===== src/rtl/regfile_scoreboard_if.sv =====
// Register-file access bundle: read ports, write-back, issue/flush and busy count.
interface regfile_scoreboard_if #(
    parameter int unsigned ADDR_WIDTH = 5,
    parameter int unsigned DATA_WIDTH = 64,
    parameter int unsigned NR_READ    = 2
);
    logic [NR_READ*ADDR_WIDTH-1:0] raddr;
    logic [NR_READ*DATA_WIDTH-1:0] rdata;
    logic [NR_READ-1:0]            rbusy;
    logic                          wen;
    logic [ADDR_WIDTH-1:0]         waddr;
    logic [DATA_WIDTH-1:0]         wdata;
    logic                          iss_valid;
    logic [ADDR_WIDTH-1:0]         iss_rd;
    logic                          flush;
    logic [ADDR_WIDTH:0]           busy_cnt;

    modport master (
        output raddr, wen, waddr, wdata, iss_valid, iss_rd, flush,
        input  rdata, rbusy, busy_cnt
    );

    modport slave (
        input  raddr, wen, waddr, wdata, iss_valid, iss_rd, flush,
        output rdata, rbusy, busy_cnt
    );
endinterface


===== src/rtl/regfile_scoreboard.sv =====
// Multi-read, single-write register file with zero register, optional write bypass
// and a one-bit-per-register busy scoreboard driven by issue / write-back / flush.
module regfile_scoreboard #(
    parameter int unsigned ADDR_WIDTH = 5,
    parameter int unsigned DATA_WIDTH = 64,
    parameter int unsigned NR_READ    = 2,
    parameter int unsigned BYPASS     = 1
) (
    input logic                clk,
    input logic                rst,
    regfile_scoreboard_if.slave bus
);
    localparam int unsigned NR_REGS = 2 ** ADDR_WIDTH;
    localparam int unsigned CNT_W   = ADDR_WIDTH + 1;
    localparam bit          BYP_EN  = (BYPASS != 0);

    logic [DATA_WIDTH-1:0]         rf [NR_REGS];
    logic [NR_REGS-1:0]            busy;
    logic [NR_REGS-1:0]            busy_nxt;
    logic [CNT_W-1:0]              busy_cnt_nxt;
    logic [CNT_W-1:0]              busy_cnt_q;
    logic [NR_READ*DATA_WIDTH-1:0] rdata_c;
    logic [NR_READ-1:0]            rbusy_c;
    logic                          wr_en;

    assign wr_en = bus.wen && (bus.waddr != '0);

    // Read ports; outputs held at zero while reset is asserted.
    always_comb begin
        rdata_c = '0;
        rbusy_c = '0;
        for (int unsigned i = 0; i < NR_READ; i++) begin
            logic [ADDR_WIDTH-1:0] ra;
            logic                  hit;
            ra  = bus.raddr[i*ADDR_WIDTH +: ADDR_WIDTH];
            hit = BYP_EN && bus.wen && (bus.waddr == ra);
            if (rst) begin
                rdata_c[i*DATA_WIDTH +: DATA_WIDTH] = (hit && ra != '0) ? bus.wdata : rf[ra];
                rbusy_c[i] = busy[ra] & ~hit;
            end
        end
    end

    assign bus.rdata    = rdata_c;
    assign bus.rbusy    = rbusy_c;
    assign bus.busy_cnt = busy_cnt_q;

    // Write-back clears, issue sets (wins over write-back), flush drops everything.
    always_comb begin
        busy_nxt = busy;
        if (wr_en) begin
            busy_nxt[bus.waddr] = 1'b0;
        end
        if (bus.flush) begin
            busy_nxt = '0;
        end else if (bus.iss_valid && bus.iss_rd != '0) begin
            busy_nxt[bus.iss_rd] = 1'b1;
        end
        busy_nxt[0] = 1'b0;
        busy_cnt_nxt = '0;
        for (int unsigned r = 0; r < NR_REGS; r++) begin
            busy_cnt_nxt = busy_cnt_nxt + CNT_W'(busy_nxt[r]);
        end
    end

    always_ff @(posedge clk or negedge rst) begin
        if (!rst) begin
            for (int unsigned r = 0; r < NR_REGS; r++) begin
                rf[r] <= '0;
            end
            busy       <= '0;
            busy_cnt_q <= '0;
        end else begin
            if (wr_en) begin
                rf[bus.waddr] <= bus.wdata;
            end
            busy       <= busy_nxt;
            busy_cnt_q <= busy_cnt_nxt;
        end
    end
endmodule


===== src/flat_wrapper.sv =====
// flat-port wrapper written by rule: the top's interface ports become plain ports
module regfile_scoreboard_flat 
#(
    parameter int unsigned ADDR_WIDTH = 5,
    parameter int unsigned DATA_WIDTH = 64,
    parameter int unsigned NR_READ    = 2,
    parameter int unsigned BYPASS     = 1
)
  (clk, rst, bus_raddr, bus_wen, bus_waddr, bus_wdata, bus_iss_valid, bus_iss_rd, bus_flush, bus_rdata, bus_rbusy, bus_busy_cnt);
  regfile_scoreboard_if #(.ADDR_WIDTH(ADDR_WIDTH), .DATA_WIDTH(DATA_WIDTH), .NR_READ(NR_READ)) bus_i ();
  input logic clk;
  input logic rst;
  input wire logic [$bits(bus_i.raddr)-1:0] bus_raddr;
  input wire logic [$bits(bus_i.wen)-1:0] bus_wen;
  input wire logic [$bits(bus_i.waddr)-1:0] bus_waddr;
  input wire logic [$bits(bus_i.wdata)-1:0] bus_wdata;
  input wire logic [$bits(bus_i.iss_valid)-1:0] bus_iss_valid;
  input wire logic [$bits(bus_i.iss_rd)-1:0] bus_iss_rd;
  input wire logic [$bits(bus_i.flush)-1:0] bus_flush;
  output wire logic [$bits(bus_i.rdata)-1:0] bus_rdata;
  output wire logic [$bits(bus_i.rbusy)-1:0] bus_rbusy;
  output wire logic [$bits(bus_i.busy_cnt)-1:0] bus_busy_cnt;
  assign bus_i.raddr = bus_raddr;
  assign bus_i.wen = bus_wen;
  assign bus_i.waddr = bus_waddr;
  assign bus_i.wdata = bus_wdata;
  assign bus_i.iss_valid = bus_iss_valid;
  assign bus_i.iss_rd = bus_iss_rd;
  assign bus_i.flush = bus_flush;
  assign bus_rdata = bus_i.rdata;
  assign bus_rbusy = bus_i.rbusy;
  assign bus_busy_cnt = bus_i.busy_cnt;
  regfile_scoreboard #(.ADDR_WIDTH(ADDR_WIDTH), .DATA_WIDTH(DATA_WIDTH), .NR_READ(NR_READ), .BYPASS(BYPASS)) u_core (.clk(clk), .rst(rst), .bus(bus_i));
endmodule

===== config.mk =====
export PLATFORM = sky130hd
export DESIGN_NAME = regfile_scoreboard_flat
export DESIGN_NICKNAME = d
export VERILOG_FILES = /design/src/rtl/regfile_scoreboard_if.sv /design/src/rtl/regfile_scoreboard.sv /design/src/flat_wrapper.sv
export SDC_FILE = /design/constraint.sdc
export NUM_CORES = 2
export LEC_CHECK = 0
export BUFFER_PORTS_ARGS = -buffer_cell sky130_fd_sc_hd__buf_2
export CORE_MARGIN = 1
export CORE_UTILIZATION = 26
export DETAILED_ROUTE_END_ITERATION = 6
export GPL_TIMING_DRIVEN = 0
export SYNTH_ARGS = -nofsm -noshare
export SYNTH_HDL_FRONTEND = slang
export SYNTH_SLANG_ARGS = --single-unit

===== constraint.sdc =====
create_clock -name clk -period 8.91 [get_ports clk]
set_input_delay 1.782 -clock clk [delete_from_list [all_inputs] [get_ports clk]]
set_output_delay 1.782 -clock clk [all_outputs]
set_load 0.01 [all_outputs]

== Word-level counts from Yosys, hierarchy flattened ==
Cells that the tools add are included.

* Register bits: 2085
* Latch bits: 0
* Memory bits (writable): 0
* Bits in read-only memories: 0
* Input bits: 89
* Output and inout port bits: 136
* Word-level logic and storage cells: 125
* Memories kept: 0

* $add $sub $neg: 30
* Multiply operators: 0
* Div/mod/pow operators: 0
* Order comparisons: 10
* Equal/unequal tests: 2
* Shift operators: 0
* Multiplexer cells: 26
* Bitwise operators: 10
* Reductions and logical operators: 13

{| class="wikitable"
|+ Operator list
! cell !! count
|-
| $bwmux 2048 || 1
|-
| $bmux 64 s5 || 2
|-
| $mux 64 || 9
|-
| $demux 64 s5 || 1
|-
| $add 6x1->6 || 29
|-
| $mux 32 || 3
|-
| $and 32x32->32 || 1
|-
| $not 32->32 || 1
|-
| $or 32x32->32 || 1
|-
| $lt 5x6->1 const B || 4
|-
| $reduce_bool 5->1 || 4
|-
| $ge 6x6->1 const B || 3
|-
| $not 5->6 || 3
|-
| $bmux 1 s5 || 2
|-
| $demux 1 s5 || 2
|-
| $eq 5x5->1 || 2
|-
| $ge 5x1->1 const B || 2
|-
| $logic_and 1x1->1 || 9
|-
| $lt 6x1->1 const B || 1
|-
| $mux 1 || 6
|-
| $add 1x1->2 || 1
|-
| $and 1x1->1 || 2
|-
| $not 1->1 || 2
|}

== Longest topological paths before layout ==
* Depth in word-level cells: 40
* Gate-level depth with buffers: 25
* Mapped depth without buffers: 22

== Worst setup path before layout ==
No wires, ideal clock.

* Path type: input-to-reg
* From: in bus_waddr[0]
* To: reg u_core.busy_cnt_q[4], in the netlist u_core.bus.busy_cnt[4]
* Setup time: 0.080 ns
* Data arrival time: 7.413 ns
* Data required time: 8.830 ns
* Path slack: 1.417 ns
* Cell stages on the path: 22
* Buffers on the path: 3
* Path through: clkbuf_1 nor2b_1 and2_1 nand2_1 clkbuf_1 clkbuf_1 a22oi_1 nor2_1 ha_1 inv_1 fa_1 fa_1 fa_1 fa_1 fa_1 fa_1 inv_1 ha_1 fa_1 a21o_1 a21oi_1 xnor2_1

* Cells in the longest elaborated chain, start to end: 40

{| class="wikitable"
|+ Ends and longest elaborated chain
! element !! RTL line !! RTL
|-
| start: declaration || flat_wrapper.sv:15 || <nowiki>input wire logic [$bits(bus_i.waddr)-1:0] bus_waddr;</nowiki>
|-
| $lt 5x6->1 (implied by the code) / $ge 5x1->1 (equally long branches) || regfile_scoreboard.sv:52 || <nowiki>busy_nxt[bus.waddr] = 1'b0;</nowiki>
|-
| $logic_and 1x1->1 (implied by the code) || regfile_scoreboard.sv:52 ||
|-
| $mux 1 (implied by the code) || regfile_scoreboard.sv:52 ||
|-
| $demux 1 s5 || n/a ||
|-
| $not 32->32 (no line) || n/a ||
|-
| $and 32x32->32 (no line) || n/a ||
|-
| $mux 32 (*) || regfile_scoreboard.sv:51 || <nowiki>if (wr_en) begin</nowiki>
|-
| $or 32x32->32 (no line) || n/a ||
|-
| $mux 32 (*) || regfile_scoreboard.sv:56 || <nowiki>end else if (bus.iss_valid && bus.iss_rd != '0) begin</nowiki>
|-
| $mux 32 (*) || regfile_scoreboard.sv:54 || <nowiki>if (bus.flush) begin</nowiki>
|-
| net u_core.busy_nxt[1] || regfile_scoreboard.sv:19 || <nowiki>logic [NR_REGS-1:0] busy_nxt;</nowiki>
|-
| $add 1x1->2 (*) || regfile_scoreboard.sv:62 || <nowiki>busy_cnt_nxt = busy_cnt_nxt + CNT_W'(busy_nxt[r]);</nowiki>
|-
| $add 6x1->6 (*) (29 in series) || regfile_scoreboard.sv:62 ||
|-
| net u_core.busy_cnt_nxt[4] || regfile_scoreboard.sv:20 || <nowiki>logic [CNT_W-1:0] busy_cnt_nxt;</nowiki>
|-
| end signal: assignment || regfile_scoreboard.sv:78 || <nowiki>busy_cnt_q <= busy_cnt_nxt;</nowiki>
|-
| end: declaration || regfile_scoreboard.sv:21 || <nowiki>logic [CNT_W-1:0] busy_cnt_q;</nowiki>
|}

Mark *: on every way through the listed nets, which the timed path passes. The rest lies on a longest branch.
A chain may end at the register's enable or synchronous reset.

== Final worst setup path ==
* From: in bus_waddr[1]
* To: reg u_core.busy_cnt_q[4], in the netlist u_core.bus.busy_cnt[4]

* Cells in the longest elaborated chain, start to end: 40

{| class="wikitable"
|+ Ends and longest elaborated chain
! element !! RTL line
|-
| $lt 5x6->1 (implied by the code) / $ge 5x1->1 (equally long branches) || regfile_scoreboard.sv:52
|-
| $logic_and 1x1->1 (implied by the code) || regfile_scoreboard.sv:52
|-
| $mux 1 (implied by the code) || regfile_scoreboard.sv:52
|-
| $demux 1 s5 || n/a
|-
| $not 32->32 (no line) || n/a
|-
| $and 32x32->32 (no line) || n/a
|-
| $mux 32 (*) || regfile_scoreboard.sv:51
|-
| $or 32x32->32 (no line) || n/a
|-
| $mux 32 (*) || regfile_scoreboard.sv:56
|-
| $mux 32 (*) || regfile_scoreboard.sv:54
|-
| $add 1x1->2 || regfile_scoreboard.sv:62
|-
| $add 6x1->6 (28 in series) || regfile_scoreboard.sv:62
|-
| $add 6x1->6 (*) || regfile_scoreboard.sv:62
|-
| net u_core.busy_cnt_nxt[4] || regfile_scoreboard.sv:20
|}

Marks and branches as above.

==> impl_metrics.toml <==
[die]
die_h_um = 654
start_util = 0.261
rows = 239
fp.dieW_um = 654
core_sq_um = 423000
die_area_sq_um = 428000
ios = 225

[clock_network]
htree_levels = 4
cts_resized = 0
clock-root-buffer = "clkbuf_16"
post_cts_buffers = 0
clock_path_buffers = 4
cts_buffers = 218
hold_buffers = 0
cts.sinks = 2085
clk_latency_ns = 0.88
clk_pin_slew_ns = 0.06
cts_tree = "done"

[power]
p_comb_frac = 0.218
ir_drop_v = 0.000175
powerDensity_nw_per_um2 = 220
p_int_mw = 19.8
power_frac_seq = 0.450
p_switching_mw = 8.15
p_sw_frac = 0.292
p_leak_nw = 53.4
clockPowerShare = 0.333

[logic_synthesis]
ys_warn_count = 0
async_flop_share = 1.00
synth-edff-count = 0
netlist_area_sq_um = 111000
syn-instance-count = 7130
synth_seq_area_share = 0.472
synth_seq_cells = 2085
syn_nets = 7251
synth_ff_type = "dfrtp_1"
ys_types = 50
syn_area_per_cell_sq_um = 15.5

[routing]
drtAntennaViolNets = 0
wl_met1_mm = 166
routed_wl_mm = 482
wire_per_inst_um = 35.7
routed-wl-met3_mm = 54.0
vias_per_cell = 5.74
drt_iter0_drc = 9681
drt-pass1-iter-count = 7
met2_length_mm = 216
top_layer_used = "met5"
vias = 77500
drc = 42

[worst_setup_path]
worstPathArrival_ns = 9.71
r2r-start = "u_core.busy[2]"
crit_fanout = 10
crit_chain = "clkbuf_1 -> nor2b_1 -> and2_1 -> nand2_1 -> clkbuf_1 -> clkbuf_1 -> nand2_1 -> a21o_1 -> fa_1 -> fa_1 -> fa_1 -> fa_1 -> fa_1 -> fa_1 -> inv_1 -> ha_1 -> fa_1 -> a21o_1 -> a21oi_1 -> xnor2_1"
cp-start-kind = "input pin"
slowest_stage = "clkbuf_1"
rrSetupSlack_ns = 3.68
startpoint = "bus_waddr[1]"
regToRegEndpoint = "u_core.bus.busy_cnt[4]"
cp.required_ns = 9.68
max_stage_delay_ns = 1.18
path_class = "input pin to register"
cp_common_cell = "fa_1"
cp-endpoint = "u_core.bus.busy_cnt[4]"
worst-r2r-cell-count = 16
cp-end-kind = "register"

[grt]
grt_pass1_vias = 79700
grt_max_degree = 182
antenna_found_initial = 95
gr-total-overflow = 0
gr-usage-all-layers = 0.221
grt_pass1_wl_mm = 657

[sta]
timing.final.ws_setup_ns = -0.0263
grt_setup_unrepaired = "no"
clock.fmax_mhz = 112
setup_viol = 1
finClkSkew_ns = 0.0349
slew_violations = 276
report.final.hold_viol_count = 0
relSlewSlack = -0.115
worst_pin_slew_ns = 1.67
min_period_ns = 8.94
finalCritPeriodShare = 1.00

[job]
maxCapViolCount = 26

[final_layout]
nFillCells = 42000
fin_nets = 7714
multi_input_area_sq_um = 54700
syn2layout_area_growth_pct = 14.7
regArea_sq_um = 52200
finalInstanceArea_sq_um = 127000
drive_above_1_share = 0.516

[placement]
dp_hpwl_mm = 338
port_buffers = 212
pre_cts_slack_ns = -0.599
placed_area_sq_um = 120000
gp_congestion = 0.937

[run_status]
status = "complete, but fails checks"
violations = "design-rule violations, max-capacitance violations, max-slew violations, negative setup slack"

[hold_path]
hold_path.class = "register to register"
-- cell families after synthesis --
| group | share of synthesized area |
|---|---|
| XOR/XNOR | 0.00103 |
| flip-flops | 0.472 |
| buffers and inverters | 0.0347 |
| AND/OR/NAND/NOR | 0.0102 |
| adder cells (fa/ha/maj) | 0.00518 |
| AO/OA/AOI/OAI | 0.0500 |
| multiplexers | 0.427 |
-- worst max-delay path, delay by kind of cell --
kind / cells / cell delay, ns
AND/OR/NAND/NOR: 4 / 0.84
adder cells (fa/ha/maj): 8 / 3.60
buffers and inverters: 4 / 2.69
XOR/XNOR: 1 / 0.13
AO/OA/AOI/OAI: 3 / 0.62
-- worst min path at each step --
stage | start | end | slack [ns] | depth (start not counted)
after detailed placement | u_core.rf[2047] | u_core.rf[2047] | 0.47 | 1
after floorplan | u_core.rf[1984] | u_core.rf[1984] | 0.44 | 1
after global placement | u_core.rf[2007] | u_core.rf[2007] | 0.45 | 1
after CTS | u_core.rf[1998] | u_core.rf[1998] | 0.48 | 1
final | u_core.rf[2029] | u_core.rf[2029] | 0.47 | 1
after global routing | u_core.rf[2004] | u_core.rf[2004] | 0.49 | 1
-- final cells by class --
type	count	area share
clock buffers	331	0.0514
well taps	5663	0.0559
repair buffers	243	0.0143
flip-flops and latches	2085	0.411
multi-input cells	4157	0.431
diodes	73	0.00144
clock inverters	56	0.00383
plain buffers	841	0.0295
inverters	47	0.00139
-- per-stage QoR --
step	setup TNS (ns)	hold WS, ns	std cells	util	power (mW)
2_1_floorplan	0	0.441	7130	-	16.4
3_3_place_gp	-	0.452	13000	0.280	18.2
6_report	-0.0263	0.475	13500	0.300	28.0
5_1_grt	0	0.493	13500	0.299	28.8
4_1_cts	0	0.481	13400	0.299	27.8
3_5_place_dp	-1.57	0.466	13000	0.282	18.7
-- power groups by stage --
stage | Clock [mW] | Sequential [mW] | Combinational, mW
final | 9.30 | 12.6 | 6.09
after global placement | 0 | 12.4 | 5.79
after CTS | 9.32 | 12.5 | 6.02
after detailed placement | 0 | 12.7 | 5.99
after global routing | 9.71 | 12.8 | 6.34
after floorplan | 0 | 12.2 | 4.19
-- Yosys cell counts, types with 18 or more instances --
cell type	instances	area share
buf_2	236	0.011
nor2_1	34	0.0012
a211o_1	125	0.0099
clkbuf_1	539	0.018
inv_1	45	0.0015
a21oi_1	200	0.0091
fa_1	23	0.0042
buf_1	32	0.0011
dfrtp_1	2085	0.47
a21o_1	24	0.0016
o21ai_0	18	0.00081
mux4_2	1085	0.22
mux2i_1	42	0.0038
a22oi_1	375	0.025
nor2b_1	73	0.0041
nand2_1	65	0.0022
buf_6	21	0.0021
mux2_2	1986	0.20
-- cell usage in the layout, fill, tap and decap left out, types with 73 or more instances in the layout --
| cell type | Yosys | layout |
|---|---|---|
| a211o_1 | 125 | 125 |
| a21oi_1 | 200 | 200 |
| a22oi_1 | 375 | 375 |
| buf_2 | 236 | 459 |
| clkbuf_1 | 539 | 538 |
| clkbuf_16 | 0 | 221 |
| dfrtp_1 | 2085 | 2085 |
| diode_2 | 0 | 73 |
| mux2_2 | 1986 | 1986 |
| mux4_2 | 1085 | 1085 |
| nor2b_1 | 73 | 73 |
-- sequential cells by signal (all words and copies together) (netlist names) --
| register | count |
|---|---|
| u_core.bus.busy_cnt | 6 |
| u_core.busy | 31 |
| u_core.rf | 2048 |
-- per-layer routing --
| metal | global-route usage | vias up |
|---|---|---|
| met5 | 0.00113 | - |
| met4 | 0.190 | 34 |
| met3 | 0.0827 | 1618 |
| met2 | 0.332 | 5199 |
| met1 | 0.246 | 41800 |
| li1 | - | 28800 |
No activity file was read; power rests on OpenSTA's default activity.
